<file path="src/rtl/ebu_ctrl_input.sv">
// EBU per-controller request input stage.
// Captures an address-phase request that the arbiter defers, stalls the
// controller while it is held, and replays the captured request onto the
// shared AHB bus once the arbiter grants it. A hold counter raises a sticky
// timeout flag when a deferral lasts too long.
module ebu_ctrl_input #(
  parameter int PA_BITS  = 32,
  parameter int MAX_HOLD = 64,
  parameter int CNT_BITS = 8
) (
  input  logic               HCLK,
  input  logic               HRESET,
  input  logic [PA_BITS-1:0] HADDRIn,
  input  logic [2:0]         HSIZEIn,
  input  logic [2:0]         HBURSTIn,
  input  logic [1:0]         HTRANSIn,
  input  logic               HWRITEIn,
  input  logic               Save,
  input  logic               Restore,
  input  logic               Disable,
  input  logic               Select,
  input  logic               HREADY,
  output logic [PA_BITS-1:0] HADDROut,
  output logic [2:0]         HSIZEOut,
  output logic [2:0]         HBURSTOut,
  output logic [1:0]         HTRANSOut,
  output logic               HWRITEOut,
  output logic               HREADYOut,
  output logic               Pending,
  output logic               HoldTimeout
);

  typedef enum logic [1:0] {
    PASS   = 2'd0,
    HOLD   = 2'd1,
    REPLAY = 2'd2
  } state_t;

  localparam logic [1:0]          HTRANS_IDLE   = 2'b00;
  localparam logic [1:0]          HTRANS_NONSEQ = 2'b10;
  localparam logic [CNT_BITS-1:0] HOLD_LIMIT    = CNT_BITS'(MAX_HOLD);

  state_t              state_q, state_d;
  logic [PA_BITS-1:0]  addr_q, addr_d;
  logic [2:0]          size_q, size_d;
  logic [2:0]          burst_q, burst_d;
  logic [1:0]          trans_q, trans_d;
  logic                write_q, write_d;
  logic [CNT_BITS-1:0] cnt_q, cnt_d;
  logic                timeout_q, timeout_d;

  logic capture;
  logic accept;

  // A deferred request is only worth capturing if it is an actual transfer.
  assign capture = Save && (HTRANSIn != HTRANS_IDLE);
  // Address phase of the replayed request is taken by the bus this cycle.
  assign accept  = Select && HREADY && !Disable;

  // State, saved request, hold counter and sticky timeout registers.
  always_ff @(posedge HCLK or posedge HRESET) begin
    if (HRESET) begin
      state_q   <= PASS;
      addr_q    <= '0;
      size_q    <= '0;
      burst_q   <= '0;
      trans_q   <= '0;
      write_q   <= '0;
      cnt_q     <= '0;
      timeout_q <= 1'b0;
    end else begin
      state_q   <= state_d;
      addr_q    <= addr_d;
      size_q    <= size_d;
      burst_q   <= burst_d;
      trans_q   <= trans_d;
      write_q   <= write_d;
      cnt_q     <= cnt_d;
      timeout_q <= timeout_d;
    end
  end

  // Next-state logic; Save has priority over Restore in PASS.
  always_comb begin
    state_d = state_q;
    unique case (state_q)
      PASS:    if (capture) state_d = HOLD;
      HOLD:    if (!Restore && !Disable) state_d = REPLAY;
      REPLAY: begin
        if (accept)       state_d = PASS;
        else if (Disable) state_d = HOLD;
      end
      default: state_d = PASS;
    endcase
  end

  // Saved-request capture and hold-cycle accounting.
  always_comb begin
    addr_d    = addr_q;
    size_d    = size_q;
    burst_d   = burst_q;
    trans_d   = trans_q;
    write_d   = write_q;
    cnt_d     = cnt_q;
    timeout_d = timeout_q;
    if (state_q == PASS && capture) begin
      addr_d  = HADDRIn;
      size_d  = HSIZEIn;
      burst_d = HBURSTIn;
      // A SEQ beat cannot be replayed on its own, so it restarts as NONSEQ.
      trans_d = HTRANS_NONSEQ;
      write_d = HWRITEIn;
    end
    if (state_q == HOLD) begin
      if (cnt_q != '1) cnt_d = cnt_q + CNT_BITS'(1);
      if (cnt_d >= HOLD_LIMIT) timeout_d = 1'b1;
    end
    if (state_q == REPLAY && accept) cnt_d = '0;
  end

  // Output mux: live pass-through, held/restored, or replay of saved request.
  always_comb begin
    HADDROut    = HADDRIn;
    HSIZEOut    = HSIZEIn;
    HBURSTOut   = HBURSTIn;
    HTRANSOut   = Disable ? HTRANS_IDLE : HTRANSIn;
    HWRITEOut   = HWRITEIn;
    HREADYOut   = HREADY && !Disable;
    Pending     = 1'b0;
    HoldTimeout = timeout_q;
    unique case (state_q)
      PASS: ;
      HOLD: begin
        Pending   = 1'b1;
        HREADYOut = 1'b0;
        if (Restore) begin
          HADDROut  = addr_q;
          HSIZEOut  = size_q;
          HBURSTOut = burst_q;
          HTRANSOut = trans_q;
          HWRITEOut = write_q;
        end
        if (Disable) HTRANSOut = HTRANS_IDLE;
      end
      REPLAY: begin
        Pending   = 1'b1;
        HADDROut  = addr_q;
        HSIZEOut  = size_q;
        HBURSTOut = burst_q;
        HTRANSOut = (Disable || !Select) ? HTRANS_IDLE : trans_q;
        HWRITEOut = write_q;
        HREADYOut = accept;
      end
      default: ;
    endcase
  end

endmodule

</file>
<file path="config.mk">
export PLATFORM = sky130hd
export DESIGN_NAME = ebu_ctrl_input
export DESIGN_NICKNAME = d
export VERILOG_FILES = /design/src/rtl/ebu_ctrl_input.sv
export SDC_FILE = /design/constraint.sdc
export NUM_CORES = 1
export LEC_CHECK = 0
export BUFFER_PORTS_ARGS = -buffer_cell sky130_fd_sc_hd__buf_4
export CORE_MARGIN = 2
export CORE_UTILIZATION = 35
export DETAILED_ROUTE_END_ITERATION = 16
export PLACE_DENSITY_LB_ADDON = 0.3
export SLEW_MARGIN = 10
export SYNTH_ARGS = -nofsm -noshare
export SYNTH_HDL_FRONTEND = slang
export SYNTH_SLANG_ARGS = --single-unit
</file>
<file path="constraint.sdc">
create_clock -name HCLK -period 1.9 [get_ports HCLK]
set_clock_uncertainty 0.15 [all_clocks]
set_input_delay 0.38 -clock HCLK [delete_from_list [all_inputs] [get_ports HCLK]]
set_output_delay 0.38 -clock HCLK [all_outputs]
set_load 0.03 [all_outputs]
</file>
==> qor.txt <==
CP endpoint kind -> output port
pwr dens -> 2250 nW/um^2
WS Path Type -> flop to output port
final slew viol count -> 0
Tmin final -> 2.46 ns
clock power share -> 0.063
dpl ws -> -0.659 ns
CTS tree -> done
nets@finish -> 395
via count -> 2260
Sw Ratio -> 0.418
Routed Antenna Nets -> 0
clock latency on the worst-skew pair -> 0.31 ns
wire per inst -> 16.9 microns
Die H -> 90.9 microns
Post-DP Area -> 3690 sq um
maximum VDD drop -> 1.16 mV
Layout Area Growth over Synthesis -> 72.6%
Netlist cell types -> 41
most frequent cells in the layout -> buf_4, buf_6, dfrtp_1
CP Launch Type -> flop
initial antenna violation count -> 0
CTS clock-pin slew for the worst setup and hold paths -> 0.10 ns
max_slew headroom -> 0.688
HPWL after DPL -> 4.15 mm
DR iter-0 viols -> 86
Pint -> 5.98 mW
Clock Root Buffer -> clkbuf_8
Initial Util -> 0.362
fill count -> 591
Final Util -> 0.626
top_reg_cell synth -> dfrtp_1
GP Congestion -> 0.795
Hold Crit Class -> primary input to flop
clock buffer count from CTS -> 5
Final Hold Viols -> 0
# DRC -> 0
number of global-route vias before repair -> 2309
Yosys reg bits -> 51
CP max-delay cell -> dfrtp_1
post-route cell area -> 4560 sq um
core area -> 7290 sq um
most common cell after layout, fill and taps aside -> buf_4
clk buf depth -> 2
GR Overflow Total -> 0
crit path DAT -> 1.93 ns
largest net degree at the start of global routing -> 52
MaxCap Viol Count -> 0
vias per std cell -> 5.11
outcome -> finished, violations left
Post-synth EDFFs -> 0
Diodes inserted -> 0
die area -> 8260 sq um
# IOs -> 92
top cells by area, synth -> dfrtp_1, mux2_2, a22o_1, ha_1, mux2_1
Finished Layout Cells -> 442
H-tree Lvls -> 2
sw power -> 4.29 mW
post-synth top area cell -> dfrtp_1
Pleak -> 2.08 nW
syn nets -> 271
critical-path cell list -> buf_4 -> ha_2 -> a21oi_4 -> nor2b_4 -> buf_4 -> a22o_4 -> buf_6
Synth Warn # -> 0
1st-pass router iterations -> 4
Post-synth ARST share -> 1.00
CP max FO -> 5
share of layout cells above drive strength 1 -> 0.700
final WL -> 7.47 mm
synthesized cell area -> 2640 sq um
FMAX -> 406 MHz
# rows -> 31
part of the power in registers -> 0.205
Worst-Margin Slew -> 0.468 ns
Worst EP required -> 1.37 ns
CTS sink count -> 51
port bufs -> 91
Final Cycle Share -> 1.30
sequential cell area fraction in the yosys report -> 0.483
failing checks -> negative setup slack
cells after synthesis -> 218
RSZ-0062 raised after global routing -> true
Placed Cells -> 406
Most common cell on crit path -> buf_4
Gate power share -> 0.732
final critical-path setup slack -> -0.561 ns
Yosys top cell area share -> 0.483
Setup Viol. Count Final -> 44
DIE WIDTH -> 90.9 microns
global-route wire length before repair -> 11.7 mm
largest stage delay on the critical path -> 0.40 ns
Synth Area per Inst -> 12.1 sq um
Tot GR Track Use -> 0.174
==> worst paths after layout <==
| check | slack [ns] | endpoint | startpoint | depth (start not counted) |
|---|---|---|---|---|
| worst max-delay path | -0.56 | HADDROut[4] | state_q[1] | 7 |
| worst min-delay path | 0.15 | addr_q[22] | HADDRIn[22] | 2 |
| worst max register to register | -0.07 | cnt_q[5] | state_q[1] | 8 |
| worst min register to register | 0.33 | trans_q[1] | trans_q[1] | 1 |
| max in group asynchronous | 0.84 | trans_q[1] | HRESET | 4 |
| min in group asynchronous | 0.51 | addr_q[2] | HRESET | 4 |
==> routing by layer <==
metal / routed length [microns] / global-route usage / vias up
met5: 0 / 0 / -
met3: 509 / 0.0459 / 4
met1: 3080 / 0.230 / 1107
met4: 34 / 0.0265 / 0
met2: 3840 / 0.294 / 76
li1: - / - / 1073
==> logic make-up after synthesis <==
group,synth area share
multiplexers,0.182
buffers and inverters,0.0398
AND/OR/NAND/NOR,0.0810
AO/OA/AOI/OAI,0.181
flip-flops,0.483
adder cells (fa/ha/maj),0.0237
XOR/XNOR,0.00994
==> worst max-delay path: cells and delay by family, from the launching register on <==
family                     cells  cell delay (ns)
buffers and inverters          3             0.45
AOI/OAI and AO/OA              2             0.47
and+or+nand+nor                1             0.09
DFF                            1             0.40
adders and majority gates      1             0.19
==> state kept, by name (all words and copies together), names as in the netlist <==
signal,flops
trans_q,1
burst_q,3
size_q,3
state_q,2
write_q,1
cnt_q,8
HoldTimeout,1
addr_q,32
==> synthesized netlist by cell type (2+ instances only) <==
| cell | n |
|---|---|
| buf_6 | 2 |
| o211ai_1 | 2 |
| and3_1 | 2 |
| a31oi_1 | 3 |
| inv_1 | 3 |
| buf_2 | 9 |
| buf_4 | 2 |
| o21ai_1 | 2 |
| nand2b_1 | 3 |
| xor2_1 | 2 |
| o21ai_0 | 3 |
| mux2_1 | 5 |
| nand3_1 | 3 |
| nor2_1 | 8 |
| nand3b_1 | 2 |
| dfrtp_1 | 51 |
| nand2_1 | 9 |
| nor3_1 | 2 |
| clkbuf_1 | 2 |
| mux2i_1 | 3 |
| ha_1 | 5 |
| a22o_1 | 39 |
| a21oi_1 | 4 |
| mux2_2 | 35 |
==> through the flow <==
step           hold WS, ns  power (mW)  setup TNS, ns
2_1_floorplan        0.277        5.85          -2.39
3_3_place_gp         0.299        7.18         -24.53
3_5_place_dp         0.306        7.23         -24.72
4_1_cts              0.142        9.53         -24.16
5_1_grt              0.157        10.8         -25.45
6_report             0.150        10.3         -22.45
==> timing repair <==
action | in CTS | in global routing
gates resized for setup | 71 | 30
setup endpoints to repair | 43 | 45
hold buffers | 1 | 0
hold endpoints to repair | 51 | 0
setup buffers | 14 | 8
pin swaps | 12 | 26
gates cloned | 4 | 1
==> power groups by stage <==
stage | logic, mW | clock network [mW] | registers, mW
floorplan | 3.92 | 0 | 1.93
finish | 7.52 | 0.647 | 2.11
detailed placement | 5.18 | 0 | 2.04
global placement | 5.14 | 0 | 2.03
global route | 7.94 | 0.702 | 2.19
CTS | 6.81 | 0.666 | 2.05
==> area by class of cell <==
class,instances,area [sq um],area share
clock buffer,5,68.8,0.0151
multi-input combinational,150,1740,0.382
timing repair buffer,130,1310,0.286
clock inverter,3,23.8,0.00521
inverter,4,20.0,0.00439
sequential,51,1280,0.280
tap,99,124,0.0272
(Power assumes the default switching activity.)
